File: config.mk
export PLATFORM = sky130hd
export DESIGN_NAME = seven_seg_scan_ctrl
export DESIGN_NICKNAME = d
export VERILOG_FILES = /design/src/rtl/seven_seg_scan_ctrl.sv
export SDC_FILE = /design/constraint.sdc
export NUM_CORES = 1
export LEC_CHECK = 0
export BUFFER_PORTS_ARGS = -buffer_cell sky130_fd_sc_hd__clkbuf_2
export CAP_MARGIN = 20
export CORE_MARGIN = 4
export CORE_UTILIZATION = 55
export DETAILED_ROUTE_END_ITERATION = 12
export PLACE_DENSITY = 0.75
export SLEW_MARGIN = 20
export SYNTH_ARGS = -nofsm -noshare
export SYNTH_HDL_FRONTEND = slang
export SYNTH_SLANG_ARGS = --single-unit
File: constraint.sdc
create_clock -name clk -period 2.7 [get_ports clk]
set_input_delay 0.54 -clock clk [delete_from_list [all_inputs] [get_ports clk]]
set_output_delay 0.54 -clock clk [all_outputs]
set_load 0.05 [all_outputs]
File: src/rtl/seven_seg_scan_ctrl.sv
// Four-digit time-multiplexed 7-segment scan controller with double-buffered codes
// and a blanked guard interval at the start of every slot. Optional blink: SEG_BLINK_EN.
module seven_seg_scan_ctrl #(
    parameter int REFRESH_DIV = 50000,
    parameter int GUARD       = 16,
    parameter int BLINK_DIV   = 64
) (
    input  logic        clk,
    input  logic        rst,
    input  logic [19:0] digit_codes,
    input  logic        load,
    input  logic [3:0]  blink_mask,
    output logic [4:0]  seg_code,
    output logic [3:0]  anode,
    output logic        frame_done
);
    localparam int            CW         = $clog2(REFRESH_DIV);
    localparam logic [CW-1:0] CNT_LAST   = CW'(REFRESH_DIV - 1);
    localparam logic [CW-1:0] GUARD_END  = CW'(GUARD);
    localparam logic [4:0]    CODE_BLANK = 5'b10011;

    function automatic logic [4:0] sanitize(input logic [4:0] c);
        return (c > CODE_BLANK) ? CODE_BLANK : c;
    endfunction

    logic [CW-1:0]   cnt_q, cnt_d;
    logic [1:0]      idx_q, idx_d;
    logic [3:0][4:0] shadow_q, shadow_d;
    logic [3:0][4:0] active_q, active_d;
    logic [3:0][4:0] load_codes;
    logic [3:0]      anode_q, anode_d;
    logic [4:0]      seg_code_q, seg_code_d;
    logic            frame_done_q, frame_done_d;
    logic            boundary;
    logic            blank_slot;

    assign boundary = (cnt_q == CNT_LAST) && (idx_q == 2'd3);

    always_comb begin
        for (int i = 0; i < 4; i++) begin
            load_codes[i] = sanitize(digit_codes[i*5 +: 5]);
        end
    end

`ifdef SEG_BLINK_EN
    localparam int            FW         = $clog2(BLINK_DIV + 1);
    localparam logic [FW-1:0] FRAME_LAST = FW'(BLINK_DIV - 1);

    logic [FW-1:0] frame_cnt_q, frame_cnt_d;
    logic          blink_phase_q, blink_phase_d;

    always_comb begin
        frame_cnt_d   = frame_cnt_q;
        blink_phase_d = blink_phase_q;
        if (boundary) begin
            if (frame_cnt_q == FRAME_LAST) begin
                frame_cnt_d   = '0;
                blink_phase_d = ~blink_phase_q;
            end else begin
                frame_cnt_d = frame_cnt_q + FW'(1);
            end
        end
    end

    always_ff @(posedge clk) begin
        if (rst) begin
            frame_cnt_q   <= '0;
            blink_phase_q <= 1'b0;
        end else begin
            frame_cnt_q   <= frame_cnt_d;
            blink_phase_q <= blink_phase_d;
        end
    end

    assign blank_slot = blink_phase_q & blink_mask[idx_q];
`else
    logic unused_blink_mask;
    assign unused_blink_mask = ^blink_mask;
    assign blank_slot        = 1'b0;
`endif

    always_comb begin
        if (cnt_q == CNT_LAST) begin
            cnt_d = '0;
            idx_d = idx_q + 2'd1;
        end else begin
            cnt_d = cnt_q + CW'(1);
            idx_d = idx_q;
        end

        shadow_d = load ? load_codes : shadow_q;

        // A load landing on the boundary cycle goes straight to the displayed frame.
        active_d = active_q;
        if (boundary) begin
            active_d = load ? load_codes : shadow_q;
        end

        frame_done_d = boundary;

        if (cnt_q < GUARD_END) begin
            anode_d    = 4'b1111;
            seg_code_d = CODE_BLANK;
        end else begin
            anode_d    = ~(4'b0001 << idx_q);
            seg_code_d = blank_slot ? CODE_BLANK : active_q[idx_q];
        end
    end

    always_ff @(posedge clk) begin
        if (rst) begin
            cnt_q        <= '0;
            idx_q        <= 2'd0;
            shadow_q     <= {4{CODE_BLANK}};
            active_q     <= {4{CODE_BLANK}};
            anode_q      <= 4'b1111;
            seg_code_q   <= CODE_BLANK;
            frame_done_q <= 1'b0;
        end else begin
            cnt_q        <= cnt_d;
            idx_q        <= idx_d;
            shadow_q     <= shadow_d;
            active_q     <= active_d;
            anode_q      <= anode_d;
            seg_code_q   <= seg_code_d;
            frame_done_q <= frame_done_d;
        end
    end

    assign anode      = anode_q;
    assign seg_code   = seg_code_q;
    assign frame_done = frame_done_q;

endmodule

==> impl_metrics.toml, run 1 <==
[global_route]
grt_max_degree = 37
overflow = 0
grt_pass1_vias = 1774
antenna_found_initial = 0
grtUsageTotal = 0.1724
grt_pass1_wl_um = 8300

[finish]
final_common_cell = "dfxtp_1"
diodes = 0
areaGrowthSynthToFinish_pct = 14.06
layout-drive-gt1-share = 0.2078
fillers = 384
final_cell_mix = "dfxtp_1 (68), nor2_1 (55), clkbuf_2 (32), inv_1 (21), nor2b_1 (17)"
final-instance-count-excl-fill = 399
fin_nets = 360

[route]
vias_per_cell = 4.965
ant_nets = 0
num_vias = 1981
wl_per_cell_um = 12.46
drtPass1Iterations = 5
first_iter_violations = 75
wl_um = 4973
drcViolationCount = 0

[setup_path]
crit_chain = "or4_4 -> nor4_4 -> nand3_2 -> buf_4 -> mux2i_1"
cp-end-kind = "register"
required_ns = 2.91
crit_arrival_ns = 2.43
path_class = "register to register"
r2r_slack_ns = 0.48
worstSetupStartpointType = "register"
cpPeakStageDelay_ns = 0.56
slowest_stage = "or4_4"
crit_fanout = 14

[floorplan]
die_w_um = 79.63
core_area_um2 = 4848
design.die.area_um2 = 6340
ios = 37
die_h_um = 79.63
num_rows = 25
initial_core_util = 0.5819

[clock_tree]
cts.sinks = 68
cts_hold_repair.buffers = 0
clk_latency_ns = 0.33
cts_buffer_depth = 2
cts_setup_buffers = 0
cts_tree = "yes"
cts_buffers = 9
clkSlewWorstSetupHoldPaths_ns = 0.07
cts_max_level = 3
cts_root_buffer = "clkbuf_8"
cts_resized = 0

[run_status]
status = "finished clean"

[yosys]
ys_ff_latch = 68
synthArstFlopShare = 0
yosysWarnings = 0
postSynthAreaPerCell_um2 = 9.630
synth_cells = 293
ys_dominant_reg_cell = "dfxtp_1"
synth_fp_nets = 325
ys_seq_area_frac = 0.4825
ys_types = 38
synthesis.area_um2 = 2821
synth-edff-count = 0

[timing]
timing.slew.headroom = 0.5563
setup_viol = 0
fmax_mhz = 450.4
finalMaxSlewViolations = 0
worstMarginPinSlew_ns = 0.6655
period_needed_ns = 2.220
finalClockSkew_ns = 0.008837
tns_ns = 0
hold_ws_ns = 0.4679
period_share = 0.8224
final_hold_viol_count = 0
rsz0062_at_grt = "false"

[power]
p_total_w = 0.001904
p_comb_frac = 0.044
p_switching_w = 0.0004028
p_clk_frac = 0.416
seqPwrFrac = 0.539
vdd_drop_max_mv = 0.3701
power.leakage_nw = 1.330
powerDensity_nw_per_um2 = 591.6
internal-power_w = 0.001501
switching_share = 0.2116

[min_path]
hold_class = "register to register"

[placement]
hpwl_um = 3484
gp_congestion = 0.7731
port_buffers = 32
place_inst = 384

[flow_run]
maxCapViolCount = 0
-- layer usage --
| layer | part of all wire | vias up | track usage |
|---|---|---|---|
| met4 | 0.019 | 0 | 0.09278 |
| met2 | 0.44 | 41 | 0.2521 |
| met5 | 0 | - | 0 |
| met1 | 0.48 | 890 | 0.2315 |
| li1 | - | 1042 | - |
| met3 | 0.053 | 8 | 0.04515 |
-- logic make-up (layout without fill, tap and decap cells) --
| group | Yosys count | after routing | synth area share |
|---|---|---|---|
| AOI/OAI and AO/OA | 28 | 28 | 0.05987 |
| buffers and inverters | 33 | 72 | 0.04967 |
| and+or+nand+nor | 120 | 120 | 0.2195 |
| xor gates and xnor gates | 14 | 14 | 0.04346 |
| muxes | 25 | 25 | 0.1228 |
| adders and majority gates | 5 | 5 | 0.02217 |
| DFF | 68 | 68 | 0.4825 |
-- critical path, delay by kind of cell (launching register included) --
kind / cells / cell delay [ns]
AND/OR/NAND/NOR: 3 / 1.29
multiplexers: 1 / 0.13
flip-flops: 1 / 0.34
buffers and inverters: 1 / 0.34
-- cells in the mapped netlist, types with 7 or more instances --
| library cell | count | area (µm²) |
|---|---|---|
| nand2b_1 | 7 | 43.79 |
| dfxtp_1 | 68 | 1361 |
| xnor2_1 | 12 | 105.1 |
| a21oi_1 | 8 | 40.04 |
| nor2b_1 | 17 | 106.4 |
| inv_1 | 21 | 78.83 |
| nor2_1 | 55 | 206.5 |
| nand2_1 | 9 | 33.78 |
| mux2i_1 | 8 | 80.08 |
| clkbuf_1 | 8 | 30.03 |
| a31oi_1 | 9 | 56.30 |
-- final cells by class --
type | instances | area (µm²) | share of cell area
sequential | 68 | 1361 | 0.4230
multi-input combinational | 192 | 1320 | 0.4102
timing repair buffer | 36 | 190.2 | 0.05910
clock buffer | 13 | 148.9 | 0.04627
tap | 67 | 83.83 | 0.02605
inverter | 21 | 78.83 | 0.02449
clock inverter | 2 | 35.03 | 0.01089
-- power groups by stage --
| stage | clock (W) | sequential, W | combinational, W |
|---|---|---|---|
| 2_1_floorplan | 0 | 0.00105 | 0.0000541 |
| 3_3_place_gp | 0 | 0.00105 | 0.0000829 |
| 3_5_place_dp | 0 | 0.00105 | 0.0000842 |
| 4_1_cts | 0.000810 | 0.00103 | 0.0000848 |
| 5_1_grt | 0.000856 | 0.00103 | 0.0000951 |
| 6_report | 0.000793 | 0.00103 | 0.0000844 |
-- state kept, by name, summed over array words and instances, names as in the netlist --
signal / cells
shadow_q: 20
cnt_q: 16
seg_code: 5
active_q: 20
anode: 4
frame_done: 1
idx_q: 2
-- metrics by stage --
step                setup WS (ns)  instance area, µm²    util
floorplan                  0.8619                2821       -
global placement           0.5311                3034  0.6258
detailed placement         0.4868                3034  0.6258
CTS                        0.4752                3218  0.6637
global route               0.3570                3218  0.6637
finish                     0.4796                3218  0.6637
-- worst paths after layout --
kind,startpoint,to,cells past startpoint
worst min register to register,cnt_q[0],cnt_q[0],1
worst max-delay path,cnt_q[12],active_q[5],5
worst min-delay path,cnt_q[0],cnt_q[0],1
worst max register to register,cnt_q[12],active_q[5],5
(Power assumes the default switching activity.)
==> run 2, diff against run 1 <==
Settings changed: ABC_AREA set to 1, CORE_UTILIZATION 55 to 52, PLACE_DENSITY 0.75 to 0.73.
Clock period 2.7 ns to 2 ns, I/O delays scaled along.
==> run 2 against run 1 <==
Compared with the run above: total power up 37%; non-clock buffer count rose by 3; routed wire length rose by 27%; global-route usage up 1.1 points; critical path type unchanged; highest routed layer unchanged.
==> impl_metrics.toml, run 2 <==
[yosys]
ys_ff_latch = 68
synth_compound_area_frac = 0.07158
synthesis.area_um2 = 3042
synthArstFlopShare = 0
synth_fp_nets = 461
synth_top_cell_by_area = "dfxtp_1"
synth.area.mux_share = 0
synthAdderAreaFrac = 0.02057
ys_seq_area_frac = 0.4476
postSynthAreaPerCell_um2 = 7.090
yosysWarnings = 0
synth_top_cell_area_share = 0.4476
ys_dominant_reg_cell = "dfxtp_1"
yosysMostFrequentCell = "nor2_1"
ys_types = 30
synth_area_leaders = "dfxtp_1 (45%), nor2_1 (13%), nand2_1 (9.0%), inv_1 (5.2%), nand3_1 (4.3%)"
synth_cells = 429
synth-simple-area-share = 0.3579
synth_top_cells_by_count = "nor2_1 (108), nand2_1 (73), dfxtp_1 (68)"
synth_top_family_by_area = "simple AND/OR/NAND/NOR gates"
synth-edff-count = 0
synth_xor_area_frac = 0.01728

[floorplan]
die_w_um = 84.48
die_h_um = 84.48
ios = 37
core_area_um2 = 5574
design.die.area_um2 = 7137
initial_core_util = 0.5457
num_rows = 27

[route]
drtPass1Iterations = 4
first_iter_violations = 146
vias_per_cell = 4.913
wl_um = 6313
wl_per_cell_um = 11.69
num_vias = 2653
drcViolationCount = 0
ant_nets = 0

[run_status]
status = "finished clean"

[finish]
final_common_cell = "nor2_1"
diodes = 0
top_regs = "active_q: 20 flops, shadow_q: 20 flops, cnt_q: 16 flops"
layout-drive-gt1-share = 0.1709
regArea_um2 = 1361
areaGrowthSynthToFinish_pct = 13.53
fin_nets = 495
fillers = 527
final_util = 0.6195
final_cell_mix = "nor2_1 (108), nand2_1 (73), dfxtp_1 (68), inv_1 (42), clkbuf_2 (32)"
multiInputGateArea_um2 = 1421

[clock_tree]
cts_max_level = 3
clk_latency_ns = 0.34
cts_tree = "yes"
cts_hold_repair.buffers = 0
cts_buffers = 9
cts.sinks = 68
clkSlewWorstSetupHoldPaths_ns = 0.07
cts_resized = 0
cts_setup_buffers = 0
cts_root_buffer = "clkbuf_8"
cts_buffer_depth = 2

[setup_path]
worstSetupStartpointType = "register"
required_ns = 2.22
critPathMostFrequentCell = "nand3_2"
crit_arrival_ns = 1.96
crit_fanout = 21
rr_worst_depth = 6
path_class = "register to register"
slowest_stage = "nand3_2"
r2r_start = "cnt_q[0]"
crit_chain = "ha_1 -> nand3_2 -> nor2_4 -> nand3_2 -> nand2_1 -> nand3_1"
cpPeakStageDelay_ns = 0.38
cp-end-kind = "register"
r2r_slack_ns = 0.26
cp_top_family = "simple AND/OR/NAND/NOR gates"
cp.buffers_inverters = 0
timing.rr.end = "active_q[9]"

[power]
p_total_w = 0.002616
p_switching_w = 0.0005789
internal-power_w = 0.002037
power.leakage_nw = 1.524
p_comb_frac = 0.051
p_clk_frac = 0.419
switching_share = 0.2213
powerDensity_nw_per_um2 = 757.4
vdd_drop_max_mv = 0.5036
seqPwrFrac = 0.530

[global_route]
grt_pass1_wl_um = 10590
grt_max_degree = 27
antenna_found_initial = 0
grt_pass1_vias = 2381
grtUsageTotal = 0.1835
overflow = 0

[placement]
gp_congestion = 0.8023
port_buffers = 32
post-place-ws_ns = 0.2581
hpwl_um = 4523

[flow_run]
maxCapViolCount = 0

[timing]
finalMaxSlewViolations = 0
period_share = 0.8698
rsz0062_at_grt = "false"
setup_viol = 0
worstMarginPinSlew_ns = 0.4328
final_hold_viol_count = 0
fmax_mhz = 574.9
tns_ns = 0
period_needed_ns = 1.740
timing.slew.headroom = 0.7084
finalClockSkew_ns = 0.008249
finalWorstSetupSlack_ns = 0.2605

[min_path]
hp-start = "digit_codes[9]"
holdPathEnd = "shadow_q[9]"
worstHoldPathCells = 3
hold_class = "input port to register"
==> run 2: cell types whose count changed in the layout (fill, tap and decap cells not counted), sizes merged, moves of 11 or more <==
cell | before | now
nand3 | 7 | 28
o21ai | 5 | 20
mux2 | 12 | 0
xnor2 | 12 | 1
nor2 | 55 | 114
nand2 | 9 | 78
nor2b | 17 | 0
inv | 21 | 44
==> run 2: final cells by class <==
class | instances | share of cell area
timing repair buffer | 39 | 0.06159
inverter | 46 | 0.05036
tap | 72 | 0.02609
multi-input combinational | 299 | 0.4116
sequential | 68 | 0.3942
clock inverter | 4 | 0.01413
clock buffer | 12 | 0.04203
==> run 2: how the worst max path moves through the flow <==
stage,depth (start not counted),start,end
final,6,cnt_q[0],active_q[9]
after floorplan,7,cnt_q[0],active_q[4]
after global routing,6,cnt_q[0],active_q[14]
after global placement,6,cnt_q[0],active_q[14]
after detailed placement,7,cnt_q[0],active_q[7]
after CTS,7,cnt_q[0],active_q[7]
==> run 2: power groups by stage <==
stage	logic, W	registers (W)	clock network, W
2_1_floorplan	0.0000861	0.00141	0
3_3_place_gp	0.000133	0.00141	0
3_5_place_dp	0.000134	0.00142	0
4_1_cts	0.000135	0.00139	0.00113
5_1_grt	0.000152	0.00139	0.00118
6_report	0.000135	0.00139	0.00110
==> run 2: kinds of logic after synthesis <==
family,Yosys count
AO/OA/AOI/OAI,42
XOR/XNOR,6
adder cells (fa/ha/maj),5
buffers and inverters,62
flip-flops,68
AND/OR/NAND/NOR,246
==> run 2: through the flow <==
step,instance area (µm²),std cells,hold WS (ns)
floorplan,3042,429,0.4175
global placement,3259,524,0.4299
detailed placement,3259,524,0.4525
CTS,3453,540,0.3682
global route,3453,540,0.4147
finish,3453,540,0.3819
==> run 2: per-layer routing <==
layer | global-route usage | wire (µm) | part of all wire | vias to the layer above
met1 | 0.2341 | 2900 | 0.46 | 1169
li1 | - | - | - | 1403
met4 | 0.06331 | 81 | 0.013 | 0
met5 | 0 | 0 | 0 | -
met3 | 0.06477 | 451 | 0.071 | 7
met2 | 0.2883 | 2880 | 0.46 | 74
==> run 2: worst reg2reg max path, delay by kind of cell, from the launching register on <==
family	cells	cell delay, ns
flip-flops	1	0.36
AND/OR/NAND/NOR	5	1.04
adder cells (fa/ha/maj)	1	0.22
==> run 3, diff against run 2 <==
Settings changed: CORE_MARGIN 4 to not set, CTS_CLUSTER_DIAMETER set to 120.
==> run 3 against run 2 <==
Compared with the run above: cell count is the same; clock skew fell by 0.0019 ns; critical endpoint is now active_q[13]; sequential share of layout area is 0.086 points lower; sequential power barely moved; utilization increased by 0.13 points.
==> impl_metrics.toml, run 3 (synthesized netlist as in run 2, its figures left out) <==
[run_status]
status = "finished clean"

[timing]
worstMarginPinSlew_ns = 0.4231
setup_viol = 0
hold_ws_ns = 0.4005
finalClockSkew_ns = 0.006327
final_hold_viol_count = 0
tns_ns = 0
fmax_mhz = 577.8
rsz0062_at_grt = "false"
timing.slew.headroom = 0.7149
period_share = 0.8654
period_needed_ns = 1.731
finalMaxSlewViolations = 0

[min_path]
worstHoldPathCells = 3
holdPathEnd = "shadow_q[19]"
hp-start = "digit_codes[19]"
hold_class = "input port to register"

[setup_path]
timing.rr.end = "active_q[13]"
required_ns = 2.28
cp-end-kind = "register"
crit_fanout = 21
cp-startpoint = "cnt_q[0]"
rr_worst_depth = 7
r2r_start = "cnt_q[0]"
path_class = "register to register"
worstSetupStartpointType = "register"
crit_arrival_ns = 2.01
r2r_slack_ns = 0.27

[route]
num_vias = 2664
drtPass1Iterations = 5
wl_um = 6161
vias_per_cell = 4.933
first_iter_violations = 139
drcViolationCount = 0
wl_per_cell_um = 11.41
ant_nets = 0

[global_route]
grt_pass1_vias = 2445
grtUsageTotal = 0.2255
grt_max_degree = 27
overflow = 0
grt_pass1_wl_um = 10790
antenna_found_initial = 0

[clock_tree]
cts_root_buffer = "clkbuf_8"
cts_setup_buffers = 0
cts_resized = 0
cts_buffers = 9
cts_max_level = 3
clkSlewWorstSetupHoldPaths_ns = 0.07
clk_latency_ns = 0.35
cts_buffer_depth = 2
cts_tree = "yes"
cts_hold_repair.buffers = 0
cts.sinks = 68

[power]
p_total_w = 0.002652
switching_share = 0.2329
internal-power_w = 0.002034
seqPwrFrac = 0.522
p_clk_frac = 0.427
powerDensity_nw_per_um2 = 766.2
p_switching_w = 0.0006174
power.leakage_nw = 1.522
p_comb_frac = 0.051
vdd_drop_max_mv = 0.5478

[finish]
fin_nets = 495
final_common_cell = "nor2_1"
layout-drive-gt1-share = 0.1752
top_regs = "active_q: 20 flops, shadow_q: 20 flops, cnt_q: 16 flops"
fillers = 542
areaGrowthSynthToFinish_pct = 13.78
final_area_um2 = 3461
regArea_um2 = 1361
multiInputGateArea_um2 = 1421
diodes = 0
final_cell_mix = "nor2_1 (108), nand2_1 (73), dfxtp_1 (68), inv_1 (42), clkbuf_2 (32)"

[floorplan]
num_rows = 27
die_h_um = 78.48
ios = 37
initial_core_util = 0.5457
design.die.area_um2 = 6159
die_w_um = 78.48
core_area_um2 = 5574

[flow_run]
maxCapViolCount = 0

[placement]
hpwl_um = 4421
gp_congestion = 0.8007
port_buffers = 32
place_area_um2 = 3259
run 3: changes by cell type in the layout (fill, tap and decap cells not counted), sizes merged:
cell,delta
clkbuf,-2
clkinvlp,+2
run 3: worst max-delay path: stages (launching register included):
cell and delay [ns]:
dfxtp_1 0.36, ha_1 0.21, nand3_2 0.17, nor2_4 0.25, nand3_2 0.37, nand2_1 0.16, nand2_1 0.07, nor2_1 0.08
run 3: area by class of cell:
| type | instances | share of cell area |
|---|---|---|
| Inverter | 46 | 0.05025 |
| Clock buffer | 10 | 0.03977 |
| Tap cell | 72 | 0.02603 |
| Timing Repair Buffer | 39 | 0.06146 |
| Clock inverter | 6 | 0.01844 |
| Sequential cell | 68 | 0.3933 |
| Multi-Input combinational cell | 299 | 0.4107 |
run 3: worst max path at each step:
stage	endpoint	cells after the start
after global placement	active_q[8]	7
after floorplan	active_q[4]	7
after global routing	active_q[13]	7
after CTS	active_q[16]	6
after detailed placement	active_q[16]	6
final	active_q[13]	7
run 3: metal layers:
| metal | GRT usage | part of all wire |
|---|---|---|
| met1 | 0.2864 | 0.49 |
| met2 | 0.3632 | 0.45 |
| met3 | 0.06163 | 0.044 |
| met4 | 0.08519 | 0.013 |
| met5 | 0 | 0 |
run 3: power by group through the flow:
| stage | clock, W | sequential, W | combinational (W) |
|---|---|---|---|
| final | 0.00113 | 0.00138 | 0.000136 |
| after global placement | 0 | 0.00141 | 0.000133 |
| after detailed placement | 0 | 0.00142 | 0.000135 |
| after floorplan | 0 | 0.00141 | 0.0000861 |
| after CTS | 0.00116 | 0.00138 | 0.000136 |
| after global routing | 0.00122 | 0.00139 | 0.000155 |
run 3: metrics by stage:
stage / setup slack, ns / std cells / util
floorplan: 0.6212 / 429 / -
global placement: 0.3306 / 524 / 0.5847
detailed placement: 0.2749 / 524 / 0.5847
CTS: 0.2637 / 540 / 0.6209
global route: 0.06055 / 540 / 0.6209
finish: 0.2693 / 540 / 0.6209
